## config.mk

```make
export PLATFORM = sky130hd
export DESIGN_NAME = auto_code_breaker
export DESIGN_NICKNAME = d
export VERILOG_FILES = /design/src/rtl/auto_code_breaker.sv
export SDC_FILE = /design/constraint.sdc
export NUM_CORES = 1
export LEC_CHECK = 0
export BUFFER_PORTS_ARGS = -buffer_cell sky130_fd_sc_hd__buf_4
export CAP_MARGIN = 20
export CORE_UTILIZATION = 50
export DETAILED_ROUTE_END_ITERATION = 6
export PLACE_DENSITY = 0.68
export SYNTH_ARGS = -nofsm -noshare
export SYNTH_HDL_FRONTEND = slang
export SYNTH_SLANG_ARGS = --single-unit
```

## constraint.sdc

```tcl
create_clock -name clk -period 5.3 [get_ports clk]
set_clock_uncertainty 0.05 [all_clocks]
set_input_delay 0.53 -clock clk [delete_from_list [all_inputs] [get_ports clk]]
set_output_delay 0.53 -clock clk [all_outputs]
set_load 0.01 [all_outputs]
```

## src/rtl/auto_code_breaker.sv

```systemverilog
// Automatic Mastermind code breaker: keys in 4-digit guesses over SW/enter and narrows each position from LED feedback.
// Optional WAIT_FB timeout is enabled by defining AUTO_CODE_BREAKER_TIMEOUT_EN.
module auto_code_breaker #(
  parameter int SETUP_CYCLES   = 2,
  parameter int GAP_CYCLES     = 2,
  parameter int MAX_GUESSES    = 8,
  parameter int TIMEOUT_CYCLES = 1024
) (
  input  logic        clk,
  input  logic        reset,
  input  logic        go,
  input  logic        fb_valid,
  input  logic [7:0]  led_feedback,
  output logic [2:0]  SW,
  output logic        enter,
  output logic        busy,
  output logic        solved,
  output logic        fail,
  output logic [3:0]  guess_count,
  output logic [11:0] solution
);

  typedef enum logic [2:0] {
    S_IDLE, S_SETUP, S_PULSE, S_GAP, S_WAIT_FB, S_UPDATE, S_DONE, S_FAIL
  } state_t;

  localparam logic [15:0] SETUP_LAST = 16'(SETUP_CYCLES - 1);
  localparam logic [15:0] GAP_LAST   = 16'(GAP_CYCLES - 1);
  localparam logic [3:0]  MAX_GC     = 4'(MAX_GUESSES);

  state_t           state_q, state_d;
  logic [15:0]      cnt_q, cnt_d;
  logic [1:0]       idx_q, idx_d;
  logic [3:0][2:0]  cand_q, cand_d;
  logic [7:0]       absent_q, absent_d;
  logic [3:0]       lock_q, lock_d;
  logic [3:0]       gc_q, gc_d;
  logic [7:0]       fb_q, fb_d;

`ifdef AUTO_CODE_BREAKER_TIMEOUT_EN
  localparam logic [31:0] TO_LAST = 32'(TIMEOUT_CYCLES - 1);
  logic [31:0] to_q, to_d;
`else
  localparam int unused_timeout_cycles = TIMEOUT_CYCLES;
`endif

  // Masks as they will look after applying the latched feedback.
  logic [7:0]      absent_upd;
  logic [3:0]      lock_upd;
  logic [3:0][2:0] adv_val;
  logic [3:0]      exhausted;

  always_comb begin
    absent_upd = absent_q;
    for (int i = 0; i < 4; i++) begin
      if (fb_q[2*i +: 2] == 2'b00) absent_upd[cand_q[i]] = 1'b1;
    end
  end

  genvar gi;
  generate
    for (gi = 0; gi < 4; gi++) begin : g_pos
      logic [2:0] nxt;
      logic       found;
      // Scan downward so the smallest eligible digit above the current one wins.
      always_comb begin
        nxt   = cand_q[gi];
        found = 1'b0;
        for (int d = 7; d >= 1; d--) begin
          if (3'(d) > cand_q[gi] && !absent_upd[3'(d)]) begin
            nxt   = 3'(d);
            found = 1'b1;
          end
        end
      end
      assign lock_upd[gi]  = lock_q[gi] | (fb_q[2*gi +: 2] == 2'b10);
      assign adv_val[gi]   = nxt;
      assign exhausted[gi] = !lock_upd[gi] && !found;
    end
  endgenerate

  always_comb begin
    state_d  = state_q;
    cnt_d    = cnt_q;
    idx_d    = idx_q;
    cand_d   = cand_q;
    absent_d = absent_q;
    lock_d   = lock_q;
    gc_d     = gc_q;
    fb_d     = fb_q;
`ifdef AUTO_CODE_BREAKER_TIMEOUT_EN
    to_d     = to_q;
`endif
    case (state_q)
      S_IDLE, S_DONE, S_FAIL: begin
        if (go) begin
          cand_d   = '0;
          absent_d = '0;
          lock_d   = '0;
          gc_d     = '0;
          idx_d    = 2'd3;
          cnt_d    = '0;
          state_d  = S_SETUP;
        end
      end
      S_SETUP: begin
        if (cnt_q == SETUP_LAST) begin
          cnt_d   = '0;
          state_d = S_PULSE;
        end else begin
          cnt_d = cnt_q + 16'd1;
        end
      end
      S_PULSE: begin
        cnt_d   = '0;
        state_d = S_GAP;
      end
      S_GAP: begin
        if (cnt_q == GAP_LAST) begin
          cnt_d = '0;
          if (idx_q != 2'd0) begin
            idx_d   = idx_q - 2'd1;
            state_d = S_SETUP;
          end else begin
            gc_d    = (gc_q != 4'd15) ? gc_q + 4'd1 : gc_q;
            state_d = S_WAIT_FB;
`ifdef AUTO_CODE_BREAKER_TIMEOUT_EN
            to_d    = '0;
`endif
          end
        end else begin
          cnt_d = cnt_q + 16'd1;
        end
      end
      S_WAIT_FB: begin
        // Feedback takes priority over a timeout expiring in the same cycle.
        if (fb_valid) begin
          fb_d    = led_feedback;
          state_d = S_UPDATE;
        end
`ifdef AUTO_CODE_BREAKER_TIMEOUT_EN
        else if (to_q == TO_LAST) begin
          state_d = S_FAIL;
        end else begin
          to_d = to_q + 32'd1;
        end
`endif
      end
      S_UPDATE: begin
        lock_d   = lock_upd;
        absent_d = absent_upd;
        if (&lock_upd) begin
          state_d = S_DONE;
        end else if (gc_q == MAX_GC) begin
          state_d = S_FAIL;
        end else if (|exhausted) begin
          state_d = S_FAIL;
        end else begin
          for (int i = 0; i < 4; i++) begin
            if (!lock_upd[i]) cand_d[i] = adv_val[i];
          end
          idx_d   = 2'd3;
          state_d = S_SETUP;
        end
      end
      default: state_d = S_IDLE;
    endcase
  end

  always_ff @(posedge clk) begin
    if (reset) begin
      state_q  <= S_IDLE;
      cnt_q    <= '0;
      idx_q    <= '0;
      cand_q   <= '0;
      absent_q <= '0;
      lock_q   <= '0;
      gc_q     <= '0;
      fb_q     <= '0;
`ifdef AUTO_CODE_BREAKER_TIMEOUT_EN
      to_q     <= '0;
`endif
    end else begin
      state_q  <= state_d;
      cnt_q    <= cnt_d;
      idx_q    <= idx_d;
      cand_q   <= cand_d;
      absent_q <= absent_d;
      lock_q   <= lock_d;
      gc_q     <= gc_d;
      fb_q     <= fb_d;
`ifdef AUTO_CODE_BREAKER_TIMEOUT_EN
      to_q     <= to_d;
`endif
    end
  end

  // idx only moves on SETUP entry, so SW stays frozen through PULSE, GAP and WAIT_FB.
  assign SW          = cand_q[idx_q];
  assign enter       = (state_q == S_PULSE);
  assign busy        = !(state_q == S_IDLE || state_q == S_DONE || state_q == S_FAIL);
  assign solved      = (state_q == S_DONE);
  assign fail        = (state_q == S_FAIL);
  assign guess_count = gc_q;
  assign solution    = cand_q;

endmodule

```

==> impl_metrics.py, run 1 <==
metrics = {
    "run_status": {
        "status": "completed",
    },
    "timing": {
        "rsz0062_at_grt": "false",
        "worst_slew_pin_slew_ns": 0.902,
        "tns_ns": 0,
        "period_share": 0.522,
        "relSlewSlack": 0.397,
        "setup_viol": 0,
        "hold_viol": 0,
        "drv_slew": 0,
        "max_freq_mhz": 361,
        "period_minus_slack_ns": 2.77,
        "hold_ws_ns": 0.407,
    },
    "synthesis": {
        "synth-xor-area-share": 0.0452,
        "syn_area_um2": 2910,
        "ys_types": 66,
        "syn_avg_cell_area_um2": 8.55,
        "synth-simple-area-share": 0.295,
        "ys_top_cells_by_count": "dfxtp_1 (48), nor2_1 (45), nand2_1 (28)",
        "synth_compound_area_frac": 0.183,
        "syn_inst": 340,
        "yosysWarningCount": 0,
        "synth_edf_count": 0,
        "ys_seq_elements": 48,
        "netlist.top_cell.by_area": "dfxtp_1",
        "ys_seq_area_frac": 0.330,
        "synth.most_common_cell": "dfxtp_1",
        "ys_async_sr_fraction": 0,
        "synth_top_family_by_area": "simple AND/OR/NAND/NOR gates",
        "synth_fa_ha_area_frac": 0.0215,
        "muxShareOfSynthArea": 0.0650,
        "yosysTopAreaCellShare": 0.330,
        "synthTopCellsByArea": "dfxtp_1 (33%), nor2_1 (5.8%), mux2i_1 (4.5%)",
        "synthFlopType": "dfxtp_1",
    },
    "pwr": {
        "p_int_uw": 650,
        "p_sw_uw": 344,
        "vdd_drop_max_mv": 0.171,
        "power_uw": 994,
        "power.clock.fraction": 0.266,
        "power_density_nw_per_um2": 307,
        "sequentialPowerShare": 0.432,
        "pwr-share-comb": 0.302,
        "swShare": 0.346,
        "leakagePower_uw": 0.00120,
    },
    "critical_path": {
        "worst_setup_path_end_kind": "flip-flop",
        "criticalPathCategory": "flip-flop to flip-flop",
        "worst-path-max-fanout": 9,
        "arrival_ns": 2.91,
        "critPathRequiredTime_ns": 5.45,
        "cp-start-kind": "flip-flop",
        "r2r_cells": 7,
    },
    "clock_network": {
        "clock_path_buffers": 2,
        "cts-resized-gates": 0,
        "postCtsSetupBuffers": 0,
        "clkTransAtPathRegs_ns": 0.09,
        "cts_root_buf": "clkbuf_8",
        "ctsHoldBuffers": 0,
        "cts_tree": "done",
        "clock_latency_ns": 0.31,
        "cts_buffers": 5,
        "htree_levels": 2,
        "cts.sinks": 48,
    },
    "die": {
        "coreArea_um2": 5540,
        "die_w_um": 78.3,
        "io_pins": 35,
        "die_h_um": 78.3,
        "die_area_um2": 6120,
        "initial_core_util": 0.525,
        "rows": 27,
    },
    "min_path": {
        "hp-class": "primary input to flip-flop",
        "holdPathStages": 3,
    },
    "cells_and_area": {
        "fillers": 513,
        "final_layout_size_suffix_gt1_frac": 0.146,
        "multi_input_area_um2": 1790,
        "seq_area_um2": 961,
        "instances_no_fill": 434,
        "area_delta_synth_final_pct": 11.3,
        "diodes": 0,
        "final_nets": 378,
    },
    "job": {
        "max_cap_violations": 0,
    },
    "route": {
        "drtPass1Iterations": 4,
        "drc": 0,
        "detail_route.wl_per_cell_um": 15.5,
        "vias_per_cell": 5.90,
        "wirelength_mm": 6.73,
        "num_vias": 2559,
        "ant_nets": 0,
        "initialDrtViolationCount": 173,
    },
    "grt": {
        "grt_usage": 0.228,
        "grt-ovfl-total": 0,
        "grt_pass1_vias": 2226,
        "grt_pass1_wl_mm": 11.0,
        "grt_max_degree": 25,
        "antenna_found_initial": 0,
    },
    "placement": {
        "hpwl_mm": 4.89,
        "portBuffers": 29,
        "place_congestion": 0.997,
        "dp.cells": 426,
    },
}
[through the flow]
| step | area (µm²) | utilization | setup slack, ns |
|---|---|---|---|
| floorplan | 2920 | - | 2.95 |
| global placement | 3120 | 0.564 | 2.66 |
| detailed placement | 3120 | 0.564 | 2.67 |
| CTS | 3240 | 0.584 | 2.64 |
| global route | 3240 | 0.584 | 2.35 |
| finish | 3240 | 0.584 | 2.53 |
[cell type report]
type                    instances  area share
clock inverters                 3      0.0131
repair buffers                 29      0.0673
well taps                      72      0.0278
inverters                      17      0.0197
multi-input cells             260       0.554
flip-flops and latches         48       0.297
clock buffers                   5      0.0213
[power by group through the flow]
stage	registers, µW	clock network (µW)	logic (µW)
4_1_cts	430	273	300
5_1_grt	438	294	333
6_report	430	265	300
3_5_place_dp	438	0	299
2_1_floorplan	415	0	248
3_3_place_gp	437	0	296
[worst paths after layout]
path	start	to	slack, ns
setup / recovery	solution[6]	idx_q[1]	2.53
hold / removal	led_feedback[7]	fb_q[7]	0.41
setup reg to reg	solution[6]	idx_q[1]	2.53
hold reg to reg	cnt_q[15]	cnt_q[15]	0.44
[worst max-delay path, cell delays in order (launching register included)]
cell	delay [ns]
dfxtp_1	0.47
nor4b_1	0.56
nor4_1	0.20
a221oi_1	0.38
o22ai_1	0.23
o22ai_4	0.38
nor3_1	0.12
o31a_1	0.27
[routing by layer]
metal | up-vias | GRT usage | share of wire
met2 | 81 | 0.361 | 0.47
li1 | 1273 | - | -
met1 | 1199 | 0.317 | 0.46
met4 | 0 | 0.0593 | 0.0085
met5 | - | 0 | 0
met3 | 6 | 0.0419 | 0.053
[cells by family after synthesis]
kind of cell,count (synthesis)
fa+ha+maj,5
mux,16
buf+inv,36
other cells,1
simple gates,149
compound gates,70
xor+xnor,15
flops,48
[state kept, by name (all words and copies together), names as in the netlist]
name and flops:
idx_q 2, cnt_q 16, solution 8, state_q 3
fb_q 8, absent_q 3, guess_count 4, lock_q 4
[cell usage in the layout, fill, tap and decap left out, drive strengths merged, types with 4 or more instances in the layout]
| master | instances |
|---|---|
| clkbuf | 5 |
| nand2 | 28 |
| and3 | 4 |
| nor4b | 10 |
| ha | 5 |
| nand4 | 8 |
| xnor2 | 7 |
| a21o | 4 |
| mux2i | 14 |
| xor2 | 8 |
| or3 | 7 |
| conb | 5 |
| buf | 29 |
| nand2b | 4 |
| inv | 17 |
| nor2 | 45 |
| nor4 | 4 |
| and2 | 4 |
| a22oi | 7 |
| o21ai | 8 |
| dfxtp | 48 |
| a21oi | 21 |
| o22ai | 5 |
| nor3 | 8 |
| nand3 | 8 |
(Power assumes the default switching activity.)
==> inputs of run 2 (changes only) <==
ABC_AREA = 1   (was not set)
clock period = 2.8 ns   (was 5.3 ns; I/O delays follow)
==> impl_metrics.py, run 2 <==
metrics = {
    "timing": {
        "rsz0062_at_grt": "false",
        "tns_ns": 0,
        "setup_viol": 0,
        "max_freq_mhz": 440,
        "relSlewSlack": 0.604,
        "drv_slew": 0,
        "period_share": 0.813,
        "hold_viol": 0,
        "period_minus_slack_ns": 2.28,
        "worst_slew_pin_slew_ns": 0.593,
    },
    "grt": {
        "met2_usage": 0.362,
        "grt_pass1_wl_mm": 11.4,
        "grt_max_degree": 17,
        "use_met3": 0.0437,
        "top_usage_layer": "met2",
        "grt_use_met1": 0.315,
        "antenna_found_initial": 0,
        "grt_usage": 0.230,
        "grt-ovfl-total": 0,
        "grt_pass1_vias": 2528,
    },
    "synthesis": {
        "ys_seq_area_frac": 0.325,
        "ys_top_cells_by_count": "nand2_1 (103), nor2_1 (74), inv_1 (57)",
        "netlist.top_cell.by_area": "dfxtp_1",
        "synthFlopType": "dfxtp_1",
        "synth.most_common_cell": "nand2_1",
        "syn_area_um2": 2950,
        "syn_avg_cell_area_um2": 6.42,
        "syn_inst": 460,
        "synth_edf_count": 0,
        "synthTopCellsByArea": "dfxtp_1 (33%), nand2_1 (13%), nor2_1 (9.4%)",
        "yosysWarningCount": 0,
        "ys_async_sr_fraction": 0,
        "ys_types": 39,
        "ys_seq_elements": 48,
        "yosysTopAreaCellShare": 0.325,
    },
    "cells_and_area": {
        "largest_register_ffs": 16,
        "regMostFlops": "cnt_q",
        "instances_no_fill": 561,
        "final_nets": 506,
        "area_delta_synth_final_pct": 11.0,
        "layout_commonest_cell": "nand2_1",
        "multi_input_area_um2": 1650,
        "fillers": 564,
        "seq_area_um2": 961,
        "diodes": 0,
        "final_cell_mix": "nand2_1 (103), nor2_1 (74), inv_1 (57), dfxtp_1 (48), a21oi_1 (44)",
        "final_layout_size_suffix_gt1_frac": 0.155,
    },
    "route": {
        "wirelength_mm": 6.80,
        "ant_nets": 0,
        "drc": 0,
        "detail_route.wl_per_cell_um": 12.1,
        "vias_per_cell": 5.12,
        "drtPass1Iterations": 4,
        "initialDrtViolationCount": 143,
        "num_vias": 2873,
    },
    "pwr": {
        "power.clock.fraction": 0.135,
        "sequentialPowerShare": 0.293,
        "pwr-share-comb": 0.572,
        "vdd_drop_max_mv": 0.475,
        "power_uw": 3260,
        "leakagePower_uw": 0.00154,
        "p_sw_uw": 1600,
        "power_density_nw_per_um2": 995,
        "p_int_uw": 1660,
        "swShare": 0.491,
    },
    "critical_path": {
        "r2r-end": "idx_q[0]",
        "worst_setup_path_end_kind": "flip-flop",
        "r2r_cells": 12,
        "critical_path.most_common_cell": "inv_2",
        "cpPeakStageDelay_ns": 0.48,
        "critPathRequiredTime_ns": 3.00,
        "worst-path-max-fanout": 11,
        "cp.depth": 12,
        "worstPathCellList": "inv_2 -> nor2_2 -> inv_2 -> nor2_2 -> inv_2 -> nand2_1 -> nand3_1 -> a21oi_2 -> nand3_1 -> nand2_1 -> inv_1 -> nor2_1",
        "crit_slowest_cell": "dfxtp_1",
        "criticalPathCategory": "flip-flop to flip-flop",
        "arrival_ns": 2.48,
        "crit_buf_inv": 4,
        "crit_family": "simple AND/OR/NAND/NOR gates",
        "regToRegStartpoint": "state_q[2]",
        "r2r_slack_ns": 0.52,
        "cp-start-kind": "flip-flop",
    },
    "job": {
        "max_cap_violations": 0,
    },
    "clock_network": {
        "cts-resized-gates": 0,
        "ctsHoldBuffers": 0,
        "htree_levels": 2,
        "clock_path_buffers": 2,
        "cts_buffers": 5,
        "cts.sinks": 48,
        "cts_tree": "done",
        "clkTransAtPathRegs_ns": 0.09,
        "cts_root_buf": "clkbuf_8",
        "clock_latency_ns": 0.31,
        "postCtsSetupBuffers": 0,
    },
    "die": {
        "die_area_um2": 6220,
        "die_w_um": 78.9,
        "rows": 27,
        "coreArea_um2": 5610,
        "io_pins": 35,
        "die_h_um": 78.9,
        "initial_core_util": 0.527,
    },
    "min_path": {
        "hp-class": "primary input to flip-flop",
        "min_to": "fb_q[4]",
        "worstHoldStart": "led_feedback[4]",
        "holdPathStages": 3,
    },
    "placement": {
        "dp.cells": 554,
        "portBuffers": 29,
        "hpwl_mm": 5.22,
        "place_congestion": 0.915,
    },
    "run_status": {
        "status": "completed",
    },
}
-- run 2: area by class of cell --
type,instances,share of cell area
Tap cell,72,0.0275
Multi-Input combinational cell,334,0.504
Clock inverter,1,0.00267
Timing Repair Buffer,29,0.0664
Inverter,71,0.0813
Clock buffer,6,0.0252
Sequential cell,48,0.293
-- run 2: per-layer routing --
| metal | routed length, µm | part of all wire |
|---|---|---|
| met5 | 0 | 0 |
| met3 | 340 | 0.050 |
| met4 | 78 | 0.011 |
| met1 | 3300 | 0.49 |
| met2 | 3080 | 0.45 |
-- run 2: worst max path at each step --
stage / start / end / slack (ns)
2_1_floorplan: guess_count[0] / solution[3] / 1.08
3_3_place_gp: state_q[2] / idx_q[0] / 0.68
3_5_place_dp: state_q[2] / idx_q[0] / 0.56
4_1_cts: state_q[2] / idx_q[0] / 0.54
5_1_grt: state_q[2] / idx_q[0] / 0.27
6_report: state_q[2] / idx_q[0] / 0.52
-- run 2: per-stage QoR --
step	utilization	hold WS [ns]	instance area [µm²]	setup slack, ns
finish	0.585	0.199	3280	0.525
global route	0.585	0.217	3280	0.273
CTS	0.585	0.196	3280	0.540
detailed placement	0.568	0.407	3190	0.561
global placement	0.568	0.399	3190	0.682
floorplan	-	0.384	2970	1.08
-- run 2: power by group through the flow --
stage / combinational, µW / sequential, µW / clock, µW
6_report: 1870 / 956 / 439
5_1_grt: 2090 / 981 / 478
4_1_cts: 1850 / 952 / 453
3_5_place_dp: 1840 / 968 / 0
3_3_place_gp: 1830 / 966 / 0
2_1_floorplan: 1370 / 962 / 0
-- run 2: worst register-to-register path, stage by stage (launching register included) --
cell	delay, ns
dfxtp_1	0.48
inv_2	0.10
nor2_2	0.18
inv_2	0.07
nor2_2	0.46
inv_2	0.21
nand2_1	0.12
nand3_1	0.08
a21oi_2	0.16
nand3_1	0.11
nand2_1	0.08
inv_1	0.05
nor2_1	0.08
-- run 2: cell families (layout without fill, tap and decap cells) --
group | after synthesis | in the layout | share of synthesized area
buffers and inverters | 82 | 107 | 0.120
other | 1 | 5 | 0.00127
AO/OA/AOI/OAI | 74 | 74 | 0.149
AND/OR/NAND/NOR | 249 | 249 | 0.380
adder cells (fa/ha/maj) | 5 | 5 | 0.0212
flip-flops | 48 | 48 | 0.325
XOR/XNOR | 1 | 1 | 0.00297
